`config.mk`:
```
export PLATFORM = sky130hd
export DESIGN_NAME = ps2_flat
export DESIGN_NICKNAME = d
export VERILOG_FILES = /design/src/rtl/ps2_pkg.sv /design/src/rtl/ps2_if.sv /design/src/rtl/ps2.sv /design/src/flat_wrapper.sv
export SDC_FILE = /design/constraint.sdc
export NUM_CORES = 1
export LEC_CHECK = 0
export ABC_AREA = 1
export CAP_MARGIN = 20
export CORE_AREA = 3 3 63 65
export DETAILED_ROUTE_END_ITERATION = 8
export DIE_AREA = 0 0 66 68
export GPL_ROUTABILITY_DRIVEN = 0
export PLACE_DENSITY = 0.68
export SLEW_MARGIN = 20
export SYNTH_ARGS = -nofsm -noshare
export SYNTH_HDL_FRONTEND = slang
export SYNTH_SLANG_ARGS = --single-unit
```
`constraint.sdc`:
```
create_clock -name clk -period 1.8 [get_ports clk]
set_clock_uncertainty 0.1 [all_clocks]
set_input_delay 0.36 -clock clk [delete_from_list [all_inputs] [get_ports clk]]
set_output_delay 0.36 -clock clk [all_outputs]
set_load 0.01 [all_outputs]
```
`src/rtl/ps2_pkg.sv`:
```
// Shared types and constants for the PS/2 keyboard receiver.
// Odd-parity enforcement is selected with the PS2_PARITY_CHECK_EN macro.
package ps2_pkg;

    localparam int FRAME_BITS = 11;
    localparam int DATA_BITS  = 8;
    localparam int CNT_W      = $clog2(DATA_BITS);

    // Scan-code prefixes used by the downstream decoder.
    localparam logic [7:0] SC_BREAK  = 8'hF0;
    localparam logic [7:0] SC_EXTEND = 8'hE0;

    typedef enum logic [1:0] {
        IDLE   = 2'd0,
        DATA   = 2'd1,
        PARITY = 2'd2,
        STOP   = 2'd3
    } ps2_state_e;

    // Debug view of the receiver, exported on the bus for checkers.
    typedef struct packed {
        ps2_state_e       state;
        logic [CNT_W-1:0] bit_cnt;
        logic             parity_ok;
    } ps2_dbg_t;

    // Odd parity: data bits plus parity bit must hold an odd number of ones.
    function automatic logic odd_parity_ok(input logic [DATA_BITS-1:0] data,
                                           input logic                 par);
        return ^{data, par};
    endfunction

endpackage

```
`src/rtl/ps2_if.sv`:
```
// Pin-side bus of the PS/2 receiver: serial data in, byte history and
// status pulses out. There is no valid/ready handshake here: data_in is a
// free-running line sampled every clk edge, and data_valid / frame_err are
// single-cycle strobes that the consumer cannot back-pressure.
interface ps2_if #(
    parameter int HIST_BYTES = 2
) ();
    import ps2_pkg::*;

    logic                    data_in;
    logic [8*HIST_BYTES-1:0] data_out;
    logic                    data_valid;
    logic                    frame_err;
    ps2_dbg_t                dbg;

    modport master (
        output data_in,
        input  data_out,
        input  data_valid,
        input  frame_err,
        input  dbg
    );

    modport slave (
        input  data_in,
        output data_out,
        output data_valid,
        output frame_err,
        output dbg
    );

endinterface

```
`src/rtl/ps2.sv`:
```
// PS/2 keyboard frame receiver clocked directly by the keyboard clock line.
// Define PS2_PARITY_CHECK_EN to reject frames with bad odd parity.
module ps2
    import ps2_pkg::*;
#(
    parameter int HIST_BYTES = 2
) (
    input  logic  clk,
    input  logic  rst_n,
    ps2_if.slave  ps2_bus
);

    localparam int HW = 8 * HIST_BYTES;

    ps2_state_e           state_q,   state_d;
    logic [CNT_W-1:0]     cnt_q,     cnt_d;
    logic [DATA_BITS-1:0] shift_q,   shift_d;
    logic                 par_acc_q, par_acc_d;
    logic                 par_bit_q, par_bit_d;
    logic [HW-1:0]        data_q,    data_d;
    logic                 valid_q,   valid_d;
    logic                 err_q,     err_d;

    logic sample;
    logic parity_ok;
    logic frame_good;

    assign sample    = ps2_bus.data_in;
    assign parity_ok = par_acc_q ^ par_bit_q;

    // The stop bit is the live sample; parity was captured one edge earlier.
`ifdef PS2_PARITY_CHECK_EN
    assign frame_good = sample & parity_ok;
`else
    assign frame_good = sample;
`endif

    always_ff @(posedge clk or negedge rst_n) begin
        if (!rst_n) begin
            state_q   <= IDLE;
            cnt_q     <= '0;
            shift_q   <= '0;
            par_acc_q <= 1'b0;
            par_bit_q <= 1'b0;
            data_q    <= '0;
            valid_q   <= 1'b0;
            err_q     <= 1'b0;
        end else begin
            state_q   <= state_d;
            cnt_q     <= cnt_d;
            shift_q   <= shift_d;
            par_acc_q <= par_acc_d;
            par_bit_q <= par_bit_d;
            data_q    <= data_d;
            valid_q   <= valid_d;
            err_q     <= err_d;
        end
    end

    always_comb begin
        state_d   = state_q;
        cnt_d     = cnt_q;
        shift_d   = shift_q;
        par_acc_d = par_acc_q;
        par_bit_d = par_bit_q;
        data_d    = data_q;
        valid_d   = 1'b0;
        err_d     = 1'b0;

        unique case (state_q)
            IDLE: begin
                if (!sample) begin
                    state_d   = DATA;
                    cnt_d     = '0;
                    shift_d   = '0;
                    par_acc_d = 1'b0;
                end
            end
            DATA: begin
                shift_d[cnt_q] = sample;
                par_acc_d      = par_acc_q ^ sample;
                cnt_d          = cnt_q + 1'b1;
                if (cnt_q == CNT_W'(DATA_BITS - 1)) begin
                    state_d = PARITY;
                end
            end
            PARITY: begin
                par_bit_d = sample;
                state_d   = STOP;
            end
            STOP: begin
                // Newest byte enters at the bottom; the oldest falls off the top.
                if (frame_good) begin
                    data_d  = (data_q << DATA_BITS) | HW'(shift_q);
                    valid_d = 1'b1;
                end else begin
                    err_d   = 1'b1;
                end
                state_d = IDLE;
            end
            default: state_d = IDLE;
        endcase
    end

    assign ps2_bus.data_out   = data_q;
    assign ps2_bus.data_valid = valid_q;
    assign ps2_bus.frame_err  = err_q;
    assign ps2_bus.dbg        = '{state: state_q, bit_cnt: cnt_q, parity_ok: parity_ok};

endmodule

```
`src/flat_wrapper.sv`:
```
// flat-port wrapper written by rule: the top's interface ports become plain ports
module ps2_flat import ps2_pkg::*;
#(
    parameter int HIST_BYTES = 2
)
  (clk, rst_n, ps2_bus_data_in, ps2_bus_data_out, ps2_bus_data_valid, ps2_bus_frame_err, ps2_bus_dbg);
  ps2_if #(.HIST_BYTES(HIST_BYTES)) ps2_bus_i ();
  input  logic clk;
  input  logic rst_n;
  input wire logic [$bits(ps2_bus_i.data_in)-1:0] ps2_bus_data_in;
  output wire logic [$bits(ps2_bus_i.data_out)-1:0] ps2_bus_data_out;
  output wire logic [$bits(ps2_bus_i.data_valid)-1:0] ps2_bus_data_valid;
  output wire logic [$bits(ps2_bus_i.frame_err)-1:0] ps2_bus_frame_err;
  output wire logic [$bits(ps2_bus_i.dbg)-1:0] ps2_bus_dbg;
  assign ps2_bus_i.data_in = ps2_bus_data_in;
  assign ps2_bus_data_out = ps2_bus_i.data_out;
  assign ps2_bus_data_valid = ps2_bus_i.data_valid;
  assign ps2_bus_frame_err = ps2_bus_i.frame_err;
  assign ps2_bus_dbg = ps2_bus_i.dbg;
  ps2 #(.HIST_BYTES(HIST_BYTES)) u_core (.clk(clk), .rst_n(rst_n), .ps2_bus(ps2_bus_i));
endmodule
```
==> results of run 1 <==
## cells by family (layout without fill, tap and decap cells)
family                   Yosys count  in the layout  synth area share, %
flip-flops                        33             33                53.01
multiplexers                       1              1               0.7228
AND/OR/NAND/NOR                  112            112                29.96
AO/OA/AOI/OAI                      8              8                3.052
adder cells (fa/ha/maj)            8              8                6.426
buffers and inverters             18             50                6.265
XOR/XNOR                           1              1               0.5624
## cell usage after synthesis
cell type and n:
ha_1 8, a21oi_1 1, buf_6 1, buf_2 4, nor2_4 1, nand4_1 6
nand3_1 11, inv_2 2, o21ai_1 3, o21ai_0 2, buf_4 1, clkbuf_1 1
dfrtp_1 33, mux2_2 1, buf_8 1, inv_4 1, xor2_1 1, inv_1 7
nand2_1 88, o21ai_2 2, nor2_1 4, nand2_4 1, nand2_2 1
## final timing paths
check / from / to / depth (start not counted)
max: u_core.state_q[1] / ps2_bus_dbg[5] / 1
min: rst_n / u_core.ps2_bus.data_out[0] / 2
max reg2reg: u_core.state_q[0] / u_core.par_acc_q / 9
min reg2reg: u_core.shift_q[4] / u_core.shift_q[4] / 2
max in group asynchronous: rst_n / u_core.ps2_bus.data_out[3] / 2
min in group clk: u_core.shift_q[4] / u_core.shift_q[4] / 2
## cell type report
cell class	instances	area, µm²	area share (%)
clock buffer	7	55.05	2.810
clock inverter	1	30.03	1.533
inverter	10	40.04	2.043
multi-input combinational	130	634.4	32.38
sequential	33	825.8	42.15
tap	46	57.56	2.937
timing repair buffer	32	316.6	16.16
## state kept, by name, indices dropped and copies added (netlist names)
name	count
u_core.cnt_q	3
u_core.par_acc_q	1
u_core.ps2_bus.frame_err	1
u_core.par_bit_q	1
u_core.ps2_bus.data_out	16
u_core.ps2_bus.data_valid	1
u_core.state_q	2
u_core.shift_q	8
## per-stage QoR
stage	utilization [%]	area [µm²]
6_report	57.81	1959
5_1_grt	57.81	1959
4_1_cts	57.81	1959
3_5_place_dp	55.11	1868
3_3_place_gp	55.11	1868
2_1_floorplan	-	1558
## report_power, final
group	internal [mW]	switching (mW)
logic	0.630	0.800
registers	0.934	0.119
clock network	0.332	0.239
## metal layers
layer / up-vias / global-route usage [%] / share of wire (%)
met5: - / 0 / 0
met4: 0 / 8.376 / 1.7
met3: 7 / 4.926 / 4.4
met2: 30 / 27.53 / 49
met1: 588 / 19.10 / 45
li1: 628 / - / -
## timing repair
action | CTS | global route
setup endpoints to repair | 2 | 0
buffers inserted | 1 | 0
resized for setup | 1 | 0
==> flow_metrics.py, run 1 <==
metrics = {
    "synth": {
        "synth_area_per_cell_um2": 8.606,
        "synth-seq-area-share_pct": 53.01,
        "synth_top_area_cell": "dfrtp_1",
        "yosysWarnings": 0,
        "yosys.area.top_type_share_pct": 53.01,
        "ys_ff_latch": 33,
        "yosysUniqueCellTypes": 23,
        "synth_fp_nets": 192,
        "ys_top_cells_by_area": "dfrtp_1, nand2_1, ha_1",
        "synthCells": 181,
        "synthesis.area_um2": 1558,
    },
    "floorplanning": {
        "rows": 21,
        "die_y_um": 68,
        "initial_core_util_pct": 45.96,
        "die-area_um2": 4488,
        "ios": 27,
        "core_um2": 3390,
        "fp.dieW_um": 66,
    },
    "timing": {
        "report.final.slew_viol_count": 0,
        "finalHoldViolations": 0,
        "worst_pin_slew_ps": 417.6,
        "setup_slack_ps": 68.33,
        "setup-violations-final": 0,
        "fin_crit_ps": 1732,
        "post-route-period-util_pct": 96.20,
        "rsz0062_at_grt": "no",
        "holdWs_ps": 334.8,
        "fmax_ghz": 0.5775,
        "relSlewSlack_pct": 72.16,
        "setup_tns_ps": 0,
    },
    "global_routing": {
        "grt_pass1_wl_um": 5520,
        "antenna_found_initial": 0,
        "grt_use_total_pct": 16.41,
        "grt_pass1_vias": 1271,
        "grt_start_max_net_pins": 34,
        "grt_overflow_total": 0,
    },
    "setup_path": {
        "path_class": "reg2out",
        "cp.buffers_inverters": 1,
        "critPathMaxFanout": 4,
        "regToRegSetupSlack_ps": 180,
        "path_cells": "clkdlybuf4s50_1",
        "cp.required_ps": 1340,
        "max_stage_delay_ps": 550,
        "slowest_stage": "clkdlybuf4s50_1",
        "path_delay_family": "buffers and inverters",
        "cp-end-kind": "primary output",
        "arrival_ps": 1270,
        "start_kind": "register",
    },
    "run_status": {
        "status": "finished, final reports clean",
    },
    "route": {
        "drcViolationCount": 0,
        "ant_nets": 0,
        "post_drt_wl_per_cell_um": 11.54,
        "drt-pass1-iter-count": 4,
        "vias": 1253,
        "drt_iter0_markers": 48,
        "drt-total-wl_um": 2990,
        "vias_per_cell": 4.838,
    },
    "power_and_ir_drop": {
        "peakVddDrop_mv": 0.8942,
        "power.leakage_nw": 1.013,
        "total_power_mw": 3.053,
        "power.density_nw_per_um2": 1558,
    },
    "clock_tree": {
        "numCtsBuffers": 5,
        "insertion_delay_ps": 330,
        "clockRootBuffer": "clkbuf_4",
        "clockBufferDepth": 2,
        "clock-sinks": 33,
        "tritoncts": "done",
        "ctsHoldBuffers": 0,
        "clk_pin_slew_ps": 100,
        "htree_levels": 2,
    },
    "cells_and_area": {
        "mostFrequentLayoutCells": "nand2_1, dfrtp_1, clkdlybuf4s50_1",
        "mostFrequentLayoutCell": "nand2_1",
        "layoutNonFillerInstCount": 259,
        "area_delta_synth_final_pct": 25.78,
        "fin_nets": 223,
        "num_antenna_cells": 0,
        "fill_cells": 303,
        "drive_above_1_share_pct": 10.33,
    },
    "placement": {
        "pre_cts_slack_ps": 75.26,
        "io_buffers": 26,
        "hpwlAfterDp_um": 2097,
        "dp.cells": 250,
    },
    "job": {
        "drv_cap": 0,
    },
    "hold_path": {
        "worstHoldPathType": "in2async",
    },
}
No activity file was read; power rests on OpenSTA's default activity.
==> run 2: changes to the inputs <==
--- a/config.mk
+++ b/config.mk
@@ -8,6 +8,7 @@
 export ABC_AREA = 1
 export CAP_MARGIN = 20
 export CORE_AREA = 3 3 63 65
+export CTS_CLUSTER_DIAMETER = 30
 export DETAILED_ROUTE_END_ITERATION = 8
 export DIE_AREA = 0 0 66 68
 export GPL_ROUTABILITY_DRIVEN = 0
==> results of run 2 <==
No change in the layout: final DEF, timing and power equal those of run 1.
==> run 3: changes to the inputs <==
--- a/config.mk
+++ b/config.mk
@@ -17,3 +17,4 @@
 export SYNTH_ARGS = -nofsm -noshare
 export SYNTH_HDL_FRONTEND = slang
 export SYNTH_SLANG_ARGS = --single-unit
+export TNS_END_PERCENT = 30
==> run 3 against run 2 <==
Effect of this change: die area is the same; total power shrank 0.80%; first-iteration DRC count shrank 2.1%; largest power group unchanged; via count shrank 0.24%; largest cell class unchanged; sequential share of layout area grew 0.19 points; register-to-register slack gained 50 ps; maximum frequency is essentially flat; combinational power shrank 3%; final cell count shrank 0.39%; clock-buffer cell count is the same; critical path depth is the same.
==> flow_metrics.py, run 3 (same netlist as run 1, synthesis figures left out) <==
metrics = {
    "route": {
        "ant_nets": 0,
        "vias_per_cell": 4.845,
        "drt_iter0_markers": 47,
        "drcViolationCount": 0,
        "drt-pass1-iter-count": 4,
        "drt-total-wl_um": 2978,
        "vias": 1250,
        "post_drt_wl_per_cell_um": 11.54,
    },
    "global_routing": {
        "grt_start_max_net_pins": 34,
        "grt_pass1_wl_um": 5478,
        "grt_use_total_pct": 16.30,
        "antenna_found_initial": 0,
        "grt_pass1_vias": 1262,
        "grt_overflow_total": 0,
    },
    "floorplanning": {
        "initial_core_util_pct": 45.96,
        "die_y_um": 68,
        "rows": 21,
        "fp.dieW_um": 66,
        "die-area_um2": 4488,
        "core_um2": 3390,
        "ios": 27,
    },
    "clock_tree": {
        "numCtsBuffers": 5,
        "clk_pin_slew_ps": 100,
        "clockBufferDepth": 2,
        "clockRootBuffer": "clkbuf_4",
        "insertion_delay_ps": 330,
        "tritoncts": "done",
        "clock-sinks": 33,
        "htree_levels": 2,
        "post_cts_buffers": 0,
    },
    "setup_path": {
        "r2r_cells": 8,
        "worstSetupStartpoint": "u_core.state_q[1]",
        "r2r_end": "u_core.par_acc_q",
        "cp.buffers_inverters": 1,
        "cp-endpoint": "ps2_bus_dbg[5]",
        "cp.required_ps": 1340,
        "critPathMaxFanout": 4,
        "path_delay_family": "buffers and inverters",
        "regToRegSetupSlack_ps": 230,
        "path_class": "reg2out",
        "cp-end-kind": "primary output",
        "max_stage_delay_ps": 550,
        "start_kind": "register",
        "r2r-start": "u_core.state_q[1]",
        "arrival_ps": 1270,
        "path_cells": "clkdlybuf4s50_1",
        "cp_num_cells": 1,
        "slowest_stage": "clkdlybuf4s50_1",
    },
    "timing": {
        "fmax_ghz": 0.5777,
        "fin_crit_ps": 1731,
        "setup_tns_ps": 0,
        "setup-violations-final": 0,
        "worst_pin_slew_ps": 417.3,
        "post-route-period-util_pct": 96.17,
        "report.final.slew_viol_count": 0,
        "holdWs_ps": 333.0,
        "relSlewSlack_pct": 72.18,
        "rsz0062_at_grt": "no",
        "finalHoldViolations": 0,
    },
    "run_status": {
        "status": "finished, final reports clean",
    },
    "hold_path": {
        "worstHoldPathType": "in2async",
    },
    "cells_and_area": {
        "area_delta_synth_final_pct": 25.22,
        "largest_register_ffs": 16,
        "mostFrequentLayoutCell": "nand2_1",
        "drive_above_1_share_pct": 9.906,
        "num_antenna_cells": 0,
        "mostFrequentLayoutCells": "nand2_1, dfrtp_1, clkdlybuf4s50_1",
        "fin_nets": 222,
    },
    "placement": {
        "io_buffers": 26,
        "hpwlAfterDp_um": 2097,
    },
    "power_and_ir_drop": {
        "peakVddDrop_mv": 0.8952,
        "power.leakage_nw": 1.010,
        "power.density_nw_per_um2": 1553,
    },
    "job": {
        "drv_cap": 0,
    },
}
## run 3: changes by cell type in the layout (fill, tap and decap cells not counted)
| cell | delta |
|---|---|
| buf_4 | -1 |
| clkdlybuf4s50_1 | -1 |
| dlygate4sd2_1 | +1 |
## run 3: how the worst min path moves through the flow
| stage | startpoint | end | slack, ps | depth (start not counted) |
|---|---|---|---|---|
| 2_1_floorplan | rst_n | u_core.cnt_q[0] | -40 | 0 |
| 5_1_grt | rst_n | u_core.ps2_bus.data_out[0] | 340 | 2 |
| 4_1_cts | rst_n | u_core.cnt_q[1] | 330 | 2 |
| 3_5_place_dp | u_core.shift_q[4] | u_core.shift_q[4] | 360 | 2 |
| 3_3_place_gp | u_core.shift_q[6] | u_core.ps2_bus.data_out[6] | 360 | 2 |
| 6_report | rst_n | u_core.ps2_bus.data_out[0] | 330 | 2 |
## run 3: stage by stage
step	instance area (µm²)	total power [mW]	cells	worst slack [ps]	util [%]
global route	1951	3.300	258	4.862	57.55
finish	1951	3.029	258	68.95	57.55
floorplan	1558	1.956	181	280.5	-
CTS	1951	3.064	258	38.81	57.55
global placement	1868	2.438	250	97.15	55.11
detailed placement	1868	2.497	250	75.26	55.11
## run 3: timing repair
item                                    4_1_cts  5_1_grt
gates resized for setup                       2        0
endpoints found under the setup margin        2        0
hold buffers                                  0        0
## run 3: power breakdown
part           internal [mW]  total, mW  switching, mW  leakage, nW
registers              0.934       1.07          0.132        0.448
clock network          0.332      0.571          0.240       0.0455
logic                  0.608       1.39          0.784        0.516
## run 3: per-layer routing
layer  track usage [%]  wire length, µm  vias up
met5                 0                0        -
met4             8.376               67        0
met3             4.926              124        8
met2             27.16             1439       26
met1             19.10             1346      590
li1                  -                -      626
## run 3: layout make-up
type,count,area (µm²)
Clock buffer,7,55.05
Timing Repair Buffer,31,307.8
Tap cell,46,57.56
Sequential cell,33,825.8
Multi-Input combinational cell,130,634.4
Inverter,10,40.04
Fill cell,306,1439
Clock inverter,1,30.03
